$ cat config.mk
export PLATFORM = sky130hd
export DESIGN_NAME = aig_truth_table_scanner
export DESIGN_NICKNAME = d
export VERILOG_FILES = /design/src/rtl/aig_truth_table_scanner.sv
export SDC_FILE = /design/constraint.sdc
export NUM_CORES = 1
export LEC_CHECK = 0
export CAP_MARGIN = 20
export CELL_PAD_IN_SITES_DETAIL_PLACEMENT = 0
export CELL_PAD_IN_SITES_GLOBAL_PLACEMENT = 1
export CORE_MARGIN = 2
export CORE_UTILIZATION = 40
export CTS_BUF_LIST = sky130_fd_sc_hd__clkbuf_8
export CTS_CLUSTER_DIAMETER = 80
export DETAILED_ROUTE_END_ITERATION = 16
export PLACE_DENSITY_LB_ADDON = 0.1
export SYNTH_ARGS = -nofsm -noshare
export SYNTH_HDL_FRONTEND = slang
export SYNTH_SLANG_ARGS = --single-unit
$ cat constraint.sdc
create_clock -name clk -period 2.3 [get_ports clk]
set_input_delay 0.345 -clock clk [delete_from_list [all_inputs] [get_ports clk]]
set_output_delay 0.345 -clock clk [all_outputs]
set_load 0.02 [all_outputs]
$ cat src/rtl/aig_truth_table_scanner.sv
// Exhaustive truth-table scanner for one combinational AIG with N_IN inputs.
// On an accepted start it drives every input vector in ascending order, waits
// SETTLE cycles per vector, samples z, and checks it against a captured table.
// Optional feature macro: AIG_SCAN_EARLY_EXIT_EN (stop at the first mismatch).
module aig_truth_table_scanner #(
   parameter int unsigned N_IN   = 3,
   parameter int unsigned SETTLE = 1
) (
   input  logic                  clk,
   input  logic                  rst,
   input  logic                  start,
   input  logic [(1<<N_IN)-1:0]  expected,
   output logic [N_IN-1:0]       dut_x,
   input  logic                  dut_z,
   output logic                  busy,
   output logic                  done,
   output logic                  pass,
   output logic [(1<<N_IN)-1:0]  tt,
   output logic [N_IN:0]         mismatch_cnt,
   output logic [N_IN-1:0]       first_fail_idx,
   output logic                  first_fail_valid
);

   localparam int unsigned TT_W  = 1 << N_IN;
   localparam int unsigned CNT_W = N_IN + 1;
   localparam int unsigned WAIT_W = 4;

   typedef enum logic [1:0] {IDLE, RUN, DONE} state_t;

   state_t              state_q;
   state_t              state_d;
   logic [N_IN-1:0]     idx_q;
   logic [WAIT_W-1:0]   wait_q;
   logic [TT_W-1:0]     exp_q;

   logic                sample_c;
   logic                last_c;
   logic                miss_c;
   logic                exit_c;
   logic [CNT_W-1:0]    cnt_next_c;

   // Sample edge: current vector has settled for SETTLE cycles
   assign sample_c = (state_q == RUN) && (wait_q == WAIT_W'(SETTLE));
   assign last_c   = (idx_q == N_IN'(TT_W - 1));
   assign miss_c   = (dut_z != exp_q[idx_q]);

`ifdef AIG_SCAN_EARLY_EXIT_EN
   // Scan ends on the last vector or on the first mismatch
   assign exit_c = last_c || miss_c;
`else
   // Scan always covers every vector
   assign exit_c = last_c;
`endif

   // Mismatch count after this sample, saturating at TT_W
   assign cnt_next_c = (miss_c && (mismatch_cnt != CNT_W'(TT_W)))
                       ? mismatch_cnt + CNT_W'(1) : mismatch_cnt;

   // State register
   always_ff @(posedge clk) begin
      if (rst) state_q <= IDLE;
      else     state_q <= state_d;
   end

   // Next-state logic
   always_comb begin
      state_d = state_q;
      case (state_q)
         IDLE:    if (start) state_d = RUN;
         RUN:     if (sample_c && exit_c) state_d = DONE;
         DONE:    state_d = IDLE;
         default: state_d = IDLE;
      endcase
   end

   // Registered outputs, counters and captured expected table
   always_ff @(posedge clk) begin
      if (rst) begin
         idx_q            <= '0;
         wait_q           <= '0;
         exp_q            <= '0;
         dut_x            <= '0;
         busy             <= 1'b0;
         done             <= 1'b0;
         pass             <= 1'b0;
         tt               <= '0;
         mismatch_cnt     <= '0;
         first_fail_idx   <= '0;
         first_fail_valid <= 1'b0;
      end else begin
         case (state_q)
            IDLE: begin
               done <= 1'b0;
               if (start) begin
                  exp_q            <= expected;
                  tt               <= '0;
                  mismatch_cnt     <= '0;
                  first_fail_idx   <= '0;
                  first_fail_valid <= 1'b0;
                  pass             <= 1'b0;
                  idx_q            <= '0;
                  wait_q           <= '0;
                  dut_x            <= '0;
                  busy             <= 1'b1;
               end
            end
            RUN: begin
               if (!sample_c) begin
                  wait_q <= wait_q + WAIT_W'(1);
               end else begin
                  tt[idx_q]    <= dut_z;
                  mismatch_cnt <= cnt_next_c;
                  if (miss_c && !first_fail_valid) begin
                     first_fail_idx   <= idx_q;
                     first_fail_valid <= 1'b1;
                  end
                  wait_q <= '0;
                  if (exit_c) begin
                     busy  <= 1'b0;
                     done  <= 1'b1;
                     pass  <= (cnt_next_c == '0);
                     dut_x <= '0;
                  end else begin
                     idx_q <= idx_q + N_IN'(1);
                     dut_x <= idx_q + N_IN'(1);
                  end
               end
            end
            DONE: begin
               done <= 1'b0;
            end
            default: begin
               done <= 1'b0;
               busy <= 1'b0;
            end
         endcase
      end
   end

endmodule
==> results.py <==
metrics = {
    "drt": {
        "routed_wl_um": 4210,
        "first_pass_iters": 4,
        "route.detailed.drc": 0,
        "ant_nets": 0,
        "vias": 1698,
        "drt_iter0_markers": 94,
        "vias_per_cell": 5.24,
        "wl_per_cell_um": 13.0,
    },
    "clock_tree": {
        "cts-htree-levels": 2,
        "clock_latency_ns": 0.29,
        "path_clk_slew_ns": 0.08,
        "cts_hold_buf": 0,
        "cts-resized-gates": 0,
        "cts_root_buf": "clkbuf_8",
        "cts_tree": "done",
        "cts_buffer_depth": 2,
        "postCtsSetupBuffers": 0,
        "cts_inserted_buffers": 5,
        "clock_sink_count": 39,
    },
    "worst_setup_path": {
        "critical_path.startpoint": "idx_q[0]",
        "crit_type": "reg2reg",
        "r2r_start": "idx_q[0]",
        "crit_required_ns": 2.51,
        "arrival_ns": 2.36,
        "start_kind": "register",
        "path_max_fanout": 5,
        "endpoint_kind": "register",
    },
    "die": {
        "die_w_um": 72.5,
        "rows": 24,
        "die_y_um": 72.5,
        "initial_core_util_pct": 42.2,
        "io_pins": 34,
        "design.die.area_sq_um": 5260,
        "core_area_sq_um": 4440,
    },
    "status": {
        "status": "complete, no violations",
    },
    "global_route": {
        "antenna_found_initial": 0,
        "grt_pass1_vias": 1598,
        "grt_overflow": 0,
        "grt_pass1_wl_um": 7290,
        "grt_max_degree": 20,
        "grt_usage_pct": 17.6,
    },
    "power": {
        "total_leakage_power_nw": 0.913,
        "peakVddDrop_mv": 0.373,
        "powerDensity_nw_per_um2": 625,
    },
    "timing": {
        "finalMaxSlewViolations": 0,
        "hold_viol_final": 0,
        "fin_ws_ns": 0.148,
        "final.min_clock_period_ns": 2.15,
        "worst_pin_slew_ns": 0.301,
        "tns_ns": 0,
        "finClkSkew_ns": 0.00708,
        "rsz0062_at_grt": "no",
        "period_share_pct": 93.6,
        "fmaxAchievable_mhz": 465,
        "max_slew_margin_pct": 79.9,
        "finalSetupViolations": 0,
    },
    "finish": {
        "mostFrequentLayoutCells": "dfxtp_1, a21oi_1, clkdlybuf4s50_1, nand2_1, nor2_1",
        "final_nets": 289,
        "fin_cells": 324,
        "syn_to_final_growth_pct": 30.2,
        "drive_gt1_share_pct": 11.8,
        "n_fill_cell": 427,
        "layout_commonest_cell": "dfxtp_1",
        "diodes": 0,
    },
    "synth": {
        "avgSynthCellArea_sq_um": 8.20,
        "synth_edf_count": 0,
        "ys_types": 37,
        "yosys_most_used_dff": "dfxtp_1",
        "yosysWarnings": 0,
        "syn-cell-area_sq_um": 1880,
        "ys_seq_area_share_pct": 41.6,
        "netlist_instances": 229,
        "yosys_register_bits": 39,
        "synthArstFlopShare_pct": 0,
        "syn_nets": 247,
    },
    "place": {
        "place_inst": 316,
        "hpwl_um": 3030,
        "place.gp.congestion": 0.780,
        "dp_slack_ns": 0.0881,
        "portBuffers": 33,
    },
    "flow_run": {
        "maxCapViolCount": 0,
    },
    "min_path": {
        "hp-start": "exp_q[4]",
        "hold_path.class": "reg2reg",
    },
}
-- sequential cells by signal, indices dropped and copies added (netlist names) --
name,flops
tt,8
busy,1
state_q,2
exp_q,8
pass,1
first_fail_valid,1
first_fail_idx,3
dut_x,3
mismatch_cnt,4
done,1
wait_q,4
idx_q,3
-- logic make-up (layout without fill, tap and decap cells) --
family	count (synthesis)	in the layout	share of synthesized area, %
buf+inv	21	64	4.93
fa+ha+maj	6	6	4.00
simple gates	94	94	25.5
compound gates	61	61	18.3
flops	39	39	41.6
mux	8	8	5.60
-- cell usage after synthesis, types with 2 or more instances --
master	instances	area (sq um)
a21oi_1	38	190
nor3b_1	2	15.0
clkbuf_2	2	10.0
and2_1	3	18.8
nand4b_1	2	17.5
ha_1	6	75.1
nor2b_1	4	25.0
nand4_1	8	50.1
nand2b_1	3	18.8
dfxtp_1	39	781
inv_1	7	26.3
nor3_1	4	20.0
clkbuf_1	8	30.0
buf_2	3	15.0
and3_1	2	12.5
nand2_1	29	109
nand3_1	7	35.0
nand3b_1	5	37.5
a22oi_1	2	15.0
or3b_2	2	17.5
mux2i_1	6	60.1
nor2_1	20	75.1
o21ai_0	13	65.1
-- where the power goes --
part,internal (mW),switching (mW)
sequential,0.695,0.0156
combinational,0.0975,0.125
clock,0.351,0.243
total,1.14,0.384
-- final timing paths --
check,to,slack [ns],cells after the start
max,pass,0.15,6
min,exp_q[4],0.46,2
max reg2reg,pass,0.15,6
min reg2reg,exp_q[4],0.46,2
-- metrics by stage --
stage | instance area [sq um] | util [%] | power, mW | hold slack, ns
finish | 2440 | 55.0 | 1.53 | 0.457
global route | 2440 | 55.0 | 1.60 | 0.485
CTS | 2440 | 55.0 | 1.54 | 0.459
detailed placement | 2330 | 52.3 | 0.949 | 0.448
global placement | 2330 | 52.3 | 0.950 | 0.445
floorplan | 1880 | - | 0.862 | 0.436
-- final cells by class --
class                      count  area, sq um  area share (%)
multi-input combinational    169         1000            41.1
sequential                    39          781            32.0
timing repair buffer          49          450            18.4
clock buffer                   6         82.6            3.38
tap                           52         65.1            2.66
clock inverter                 2         35.0            1.43
inverter                       7         26.3            1.08
-- worst max-delay path, stage by stage, from the launching register on --
cell and delay [ns]:
dfxtp_1 0.49, mux2i_1 0.14, mux4_2 0.55, mux2i_4 0.22
and2_1 0.18, o311a_1 0.31, o31ai_2 0.18
-- layer usage --
| metal | up-vias | track usage, % | share of wire (%) |
|---|---|---|---|
| li1 | 893 | - | - |
| met5 | - | 0 | 0 |
| met2 | 37 | 29.0 | 45 |
| met4 | 0 | 4.94 | 0.90 |
| met3 | 6 | 4.31 | 4.0 |
| met1 | 762 | 23.1 | 50 |
Note: power is estimated with default switching activity, not from simulation.
